===== src/rtl/fir_interp2.sv =====
// Interpolate-by-2 polyphase FIR: each accepted sample yields two outputs,
// one per phase, computed with a single multiply-accumulate per cycle.
module fir_interp2 #(
  parameter int WIDTH = 16,
  parameter int TAPS  = 8,
  parameter int OUT_W = WIDTH + 4,
  parameter int SHIFT = 0
) (
  input  logic                        clk,
  input  logic                        rst,
  input  logic signed [WIDTH-1:0]     x_in,
  input  logic                        in_valid,
  output logic                        in_ready,
  input  logic                        coef_wr,
  input  logic [$clog2(TAPS)-1:0]     coef_addr,
  input  logic signed [WIDTH-1:0]     coef_data,
  output logic signed [OUT_W-1:0]     y_out,
  output logic                        out_valid,
  input  logic                        out_ready
);

  localparam int AW    = $clog2(TAPS);
  localparam int HT    = TAPS / 2;
  localparam int DW    = $clog2(HT);
  localparam int ACC_W = 2 * WIDTH + AW;

  localparam logic signed [ACC_W-1:0] MAXV = {{(ACC_W-OUT_W+1){1'b0}}, {(OUT_W-1){1'b1}}};
  localparam logic signed [ACC_W-1:0] MINV = {{(ACC_W-OUT_W+1){1'b1}}, {(OUT_W-1){1'b0}}};

  typedef enum logic [1:0] {IDLE, MAC0, MAC1, HOLD} state_t;

  state_t                   state;
  logic signed [WIDTH-1:0]  d [HT];
  logic signed [WIDTH-1:0]  h [TAPS];
  logic signed [ACC_W-1:0]  acc;
  logic [AW-1:0]            cnt;
  logic                     phase;
  logic signed [2*WIDTH-1:0] prod;
  logic signed [ACC_W-1:0]  shifted;
  logic signed [OUT_W-1:0]  ysat;
  logic                     accept;

  assign in_ready = (state == IDLE);
  assign accept   = in_valid && in_ready;

  // Phase p uses the even (p=0) or odd (p=1) coefficients against d[cnt].
  assign prod    = h[{cnt[DW-1:0], phase}] * d[cnt[DW-1:0]];
  assign shifted = acc >>> SHIFT;

  always_comb begin
    ysat = shifted[OUT_W-1:0];
    if (shifted > MAXV)
      ysat = {1'b0, {(OUT_W-1){1'b1}}};
    else if (shifted < MINV)
      ysat = {1'b1, {(OUT_W-1){1'b0}}};
  end

  // The MAC states spend HT cycles accumulating, then one more to register y_out.
  always_ff @(posedge clk or posedge rst) begin
    if (rst) begin
      state     <= IDLE;
      acc       <= '0;
      cnt       <= '0;
      phase     <= 1'b0;
      y_out     <= '0;
      out_valid <= 1'b0;
      for (int k = 0; k < HT; k++)
        d[k] <= '0;
      for (int i = 0; i < TAPS; i++)
        h[i] <= (i + 1 < TAPS - i) ? WIDTH'(i + 1) : WIDTH'(TAPS - i);
    end else begin
      case (state)
        IDLE: begin
          if (coef_wr)
            h[coef_addr] <= coef_data;
          if (accept) begin
            for (int k = HT - 1; k > 0; k--)
              d[k] <= d[k-1];
            d[0]  <= x_in;
            acc   <= '0;
            cnt   <= '0;
            phase <= 1'b0;
            state <= MAC0;
          end
        end
        MAC0, MAC1: begin
          if (cnt == AW'(HT)) begin
            y_out     <= ysat;
            out_valid <= 1'b1;
            state     <= HOLD;
          end else begin
            acc <= acc + ACC_W'(prod);
            cnt <= cnt + AW'(1);
          end
        end
        HOLD: begin
          if (out_ready) begin
            out_valid <= 1'b0;
            acc       <= '0;
            cnt       <= '0;
            if (!phase) begin
              phase <= 1'b1;
              state <= MAC1;
            end else begin
              phase <= 1'b0;
              state <= IDLE;
            end
          end
        end
        default: state <= IDLE;
      endcase
    end
  end

endmodule


===== config.mk =====
export PLATFORM = sky130hd
export DESIGN_NAME = fir_interp2
export DESIGN_NICKNAME = d
export VERILOG_FILES = /design/src/rtl/fir_interp2.sv
export SDC_FILE = /design/constraint.sdc
export NUM_CORES = 1
export LEC_CHECK = 0
export CORE_MARGIN = 5
export CORE_UTILIZATION = 59
export CTS_CLUSTER_SIZE = 10
export DETAILED_ROUTE_END_ITERATION = 7
export MAX_ROUTING_LAYER = met4
export PLACE_DENSITY = 0.82
export SYNTH_ARGS = -nofsm -noshare
export SYNTH_HDL_FRONTEND = slang
export SYNTH_SLANG_ARGS = --single-unit

===== constraint.sdc =====
create_clock -name clk -period 21.1 [get_ports clk]
set_input_delay 4.22 -clock clk [delete_from_list [all_inputs] [get_ports clk]]
set_output_delay 4.22 -clock clk [all_outputs]
set_load 0.1 [all_outputs]

; Word-level counts from Yosys, hierarchy flattened
; Index checks and enable logic that the tools add are counted.
[classes]
add_sub_neg = 2
mul = 1
order_cmp = 6
eq_ne = 8
muxes = 31
n_bitwise = 3
n_reduce_logical = 13
[op_table]
columns = op, n
row1 = $bwmux W128, 1
row2 = $mux W35, 3
row3 = $pmux W35 S3, 1
row4 = $mux W16, 5
row5 = $bmux W16 S3, 1
row6 = $demux W16 S3, 1
row7 = $mux W20, 2
row8 = $add A35 B32 Y35, 1
row9 = $gt A35 B20 Y1 const B, 1
row10 = $lt A35 B20 Y1 const B, 1
row11 = $bmux W16 S2, 1
row12 = $mul A16 B16 Y32, 1
row13 = $reduce_and A3 Y1, 4
row14 = $mux W3, 3
row15 = $pmux W3 S3, 1
row16 = $ge A4 B4 Y1 const B, 2
row17 = $mux W2, 4
row18 = $not A3 Y4, 2
row19 = $ne A2 B2 Y1 const B, 3
row20 = $pmux W2 S3, 1
row21 = $reduce_and A2 Y1, 3
row22 = $mux W1, 5
row23 = $eq A2 B2 Y1 const B, 2
row24 = $lt A4 B1 Y1 const B, 1
row25 = other kinds (11), 14
[word_totals]
ff_bits = 254
in_bits = 40
out_inout_bits = 22
wordCells = 82

; Logic depth before layout (Yosys ltp)
[depth]
word_depth = 8
mapped_depth = 29
mapped_depth_nobuf = 26

; Least setup slack after synthesis
; Ideal clock, no wire load.
[synth_timing]
path_kind = register to register
startpoint = register cnt[1]
endpoint = register acc[31]
setup_ps = 127
t_arrival_ps = 7170
t_required_ps = 20973
path_slack_ps = 13803
path_stages_with_launch = 28
n_path_buf = 4
period_less_slack_ps = 7297
path_cell_list = dfrtp_1 -> clkbuf_1 -> clkbuf_1 -> buf_2 -> mux2i_1 -> nand2_1 -> o21a_1 -> clkbuf_1 -> nand2_1 -> inv_1 -> fa_1 -> fa_1 -> fa_1 -> fa_1 -> fa_1 -> inv_1 -> fa_1 -> inv_1 -> ha_1 -> a21oi_1 -> o2bb2ai_1 -> a31oi_1 -> nand4_1 -> a41oi_2 -> or4_1 -> a31oi_1 -> xor2_1 -> o21ai_1
[synth_via]
elab_chain_cells = 8
word_cells_on_any_way = 15
cone_classes = add/sub (1) / mul (1) / eq/ne (2) / mux (8) / bitwise (2) / reduce/logical (1)
[synth_rtl]
columns = item, line_no
row1 = start: declaration, 36  ; logic [AW-1:0] cnt;
row2 = start signal: assignment, 93  ; cnt <= cnt + AW'(1);
row3 = $not A3 Y4 (implied by the code) or $not A2 Y3 (tied branches), 47  ; assign prod = h[{cnt[DW-1:0], phase}] * d[cnt[DW-1:0]];
row4 = $bmux W16 S3 or $bmux W16 S2 (tied branches), 47
row5 = $mux W16 (implied by the code) (2 in a row), 47
row6 = $mul A16 B16 Y32, 47
row7 = $add A35 B32 Y35, 92  ; acc <= acc + ACC_W'(prod);
row8 = $mux W35, 87  ; if (cnt == AW'(HT)) begin
row9 = $pmux W35 S3, 72  ; case (state)
row10 = end signal: assignment, 92
row11 = end: declaration, 35  ; logic signed [ACC_W-1:0] acc;
; Several ways; a longest one is shown, not always the timed one. The select of a mux whose other input is x is not followed.
; A chain may end at the register's enable or synchronous reset.

; Worst setup path in the final report
[layout_timing]
startpoint = register phase
endpoint = register acc[34]
[layout_via]
elab_chain_cells = 8
[layout_rtl]
columns = item, line_no
row1 = start: declaration, 37  ; logic phase;
row2 = start signal: assignment, 64  ; phase <= 1'b0;
row3 = start signal: assignment, 82  ; phase <= 1'b0;
row4 = start signal: assignment, 102  ; phase <= 1'b1;
row5 = $not A3 Y4 (implied by the code), 47
row6 = $bmux W16 S3, 47
row7 = $mux W16 (implied by the code) (2 in a row), 47
row8 = $mul A16 B16 Y32, 47
row9 = $add A35 B32 Y35, 92
row10 = $mux W35, 87
row11 = $pmux W35 S3, 72
; Every way passes these cells. The select of a mux whose other input is x is not followed.

==> reports/results.ini <==
[status]
status=finished clean

[route]
dr.pass1.iters=6
detail-route-antenna-nets=0
detail_route.wl_per_cell_um=19.8
avgViaCountPerCell=5.78
wirelength_um=51800
drc=0
via_count=15126
drt-initial-drc-count=1077

[global_route]
antenna_found_initial=0
grt_pass1_wl_um=87000
grt_pass1_vias=16924
busiest_layer=met2
use_met2_pct=45.0
grt_start_max_net_pins=113
gr-usage-met3_pct=3.97
overflow=0
track_usage_pct=26.9
grt_use_met1_pct=33.4

[floorplanning]
die_h_um=204
core_area_sq_mm=0.0375
dieArea_sq_mm=0.0418
initial_utilization_pct=59.5
ioPinCount=62
die_x_um=204
num_rows=71

[clock_tree]
numCtsBuffers=31
clkLatencyLatePin_ns=0.59
postCtsHoldBufs=0
clk_pin_slew_ns=0.06
numClockSinks=254
ctsHtreeMaxLevel=1
post_cts_resized=0
cts_tree=built
cts_buffer_depth=3
root_buffer=clkbuf_16
cts_setup_buffers=0

[logic_synthesis]
yosys_warnings=0
ys_async_sr_fraction_pct=100
synthTopCellsByArea=fa_1 (28%), dfrtp_1 (27%), mux2_2 (10%), ha_1 (6.2%), inv_1 (6.1%)
synthAdderAreaFrac_pct=34.0
netlist.area_leader.share_pct=27.8
synth_common_cells=inv_1 (365), fa_1 (310), dfrtp_1 (244)
synth_edf_count=0
syn_inst=2045
yosysMostFrequentCell=inv_1
ys_seq_area_share_pct=28.5
synth_ff_type=dfrtp_1
synth_mux_area_share_pct=14.7
netlist_area_sq_mm=0.0223
ys_ff_latch=254
ys_types=64
synth_top_family_by_area=adder cells
yosysTopAreaCell=fa_1
avgSynthCellArea_sq_um=10.9
synth-compound-area-share_pct=5.06
synthesis.nets=2505
synth_xor_xnor_area_share_pct=1.22
yosys.area_share.simple_pct=8.94

[place]
post-dp-hpwl_um=39400
dp_slack_ns=12.99
io_buffer_count=61
place.gp.congestion=0.971

[timing]
finalHoldWorstSlack_ns=0.481
fin_tns_setup_ns=0
relSlewSlack_pct=23.1
fin_crit_sh_pct=38.8
setup_viol=0
maxSlewViolCount=0
final.min_clock_period_ns=8.19
worst_pin_slew_ns=1.15
layout_setup_ws_ns=12.91
fmax_mhz=122
hold_violations=0
rsz0062_at_grt=no
skew_ns=0.0326

[cells_and_area]
final_core_util_pct=64.9
final_nets=2544
drive_gt1_share_pct=15.5
area_growth_pct=9.11
antenna_cells=0

[worst_setup_path]
startpoint=phase
crit_arrival_ns=8.72
rrSetupSlack_ns=12.91
r2r-end=acc[34]
path_class=flip-flop to flip-flop
regToRegStartpoint=phase
path_max_fanout=20
start_kind=flip-flop
worst-r2r-cell-count=22
cp.required_ns=21.64
endpoint_kind=flip-flop
setup.worst_path.end=acc[34]

[run]
maxCapViolCount=0

[hold_path]
min_path_type=flip-flop to flip-flop

## worst max-delay path: stages (launching register included)
cell,delay [ns]
dfrtp_2,0.67
buf_4,0.46
mux4_2,0.55
nand2_1,0.09
nand2_1,0.27
nand2_1,0.21
inv_1,0.11
fa_1,0.62
fa_1,0.90
fa_1,0.53
fa_1,0.50
fa_1,0.49
inv_1,0.05
fa_1,0.48
inv_1,0.05
ha_1,0.35
a2111oi_0,0.53
o21ai_0,0.19
nor3_2,0.27
o31ai_4,0.16
a41o_1,0.28
nor4_1,0.20
a211o_1,0.14
## placed cells by master (no fill, tap or decap), drive strengths merged, types with 24 or more instances in the layout
cell type,synthesis,routed
nand2,216,216
fa,310,310
o21ai,74,74
inv,366,368
dfrtp,244,244
mux4,38,38
clkdlybuf4s50,0,61
buf,9,24
clkbuf,70,48
ha,110,110
nor2,161,161
mux2,202,202
## final cells by class
type | instances | area [sq um]
repair buffers | 85 | 791
fillers | 2845 | 13100
inverters | 366 | 1380
well taps | 511 | 639
multi-input cells | 1346 | 14300
clock inverters | 5 | 47.5
flip-flops and latches | 254 | 6370
clock buffers | 48 | 860
## state kept, by name (all words and copies together) (netlist names)
| name | cells |
|---|---|
| cnt | 3 |
| acc | 35 |
| state | 2 |
| phase | 1 |
| h | 128 |
| y_out | 20 |
| d | 64 |
| out_valid | 1 |
## cell families after synthesis
group / count (synthesis)
multiplexers: 254
AND/OR/NAND/NOR: 468
XOR/XNOR: 31
flip-flops: 254
adder cells (fa/ha/maj): 420
AO/OA/AOI/OAI: 173
buffers and inverters: 445
## layer usage
layer  up-vias  routed length [um]
li1       6570                   -
met1      7814               20100
met2       561               26000
met3       181                3170
met4         0                2460
met5         -                   0
## worst min-delay path by stage
| stage | startpoint | endpoint | slack [ns] | cells after the start |
|---|---|---|---|---|
| 2_1_floorplan | d[0] | d[0] | 0.47 | 1 |
| 6_report | y_out[2] | y_out[2] | 0.48 | 2 |
| 5_1_grt | h[87] | h[87] | 0.51 | 1 |
| 3_5_place_dp | y_out[6] | y_out[6] | 0.47 | 2 |
| 3_3_place_gp | y_out[6] | y_out[6] | 0.46 | 2 |
| 4_1_cts | y_out[6] | y_out[6] | 0.48 | 2 |
## stage by stage
| step | cells | cell area, sq um |
|---|---|---|
| global placement | 2562 | 23400 |
| CTS | 2615 | 24300 |
| detailed placement | 2562 | 23400 |
| finish | 2615 | 24300 |
| floorplan | 2045 | 22300 |
| global route | 2615 | 24300 |
Power is not shown: default switching activity piles up to over one toggle a cycle in this logic, so the estimate is an artifact.
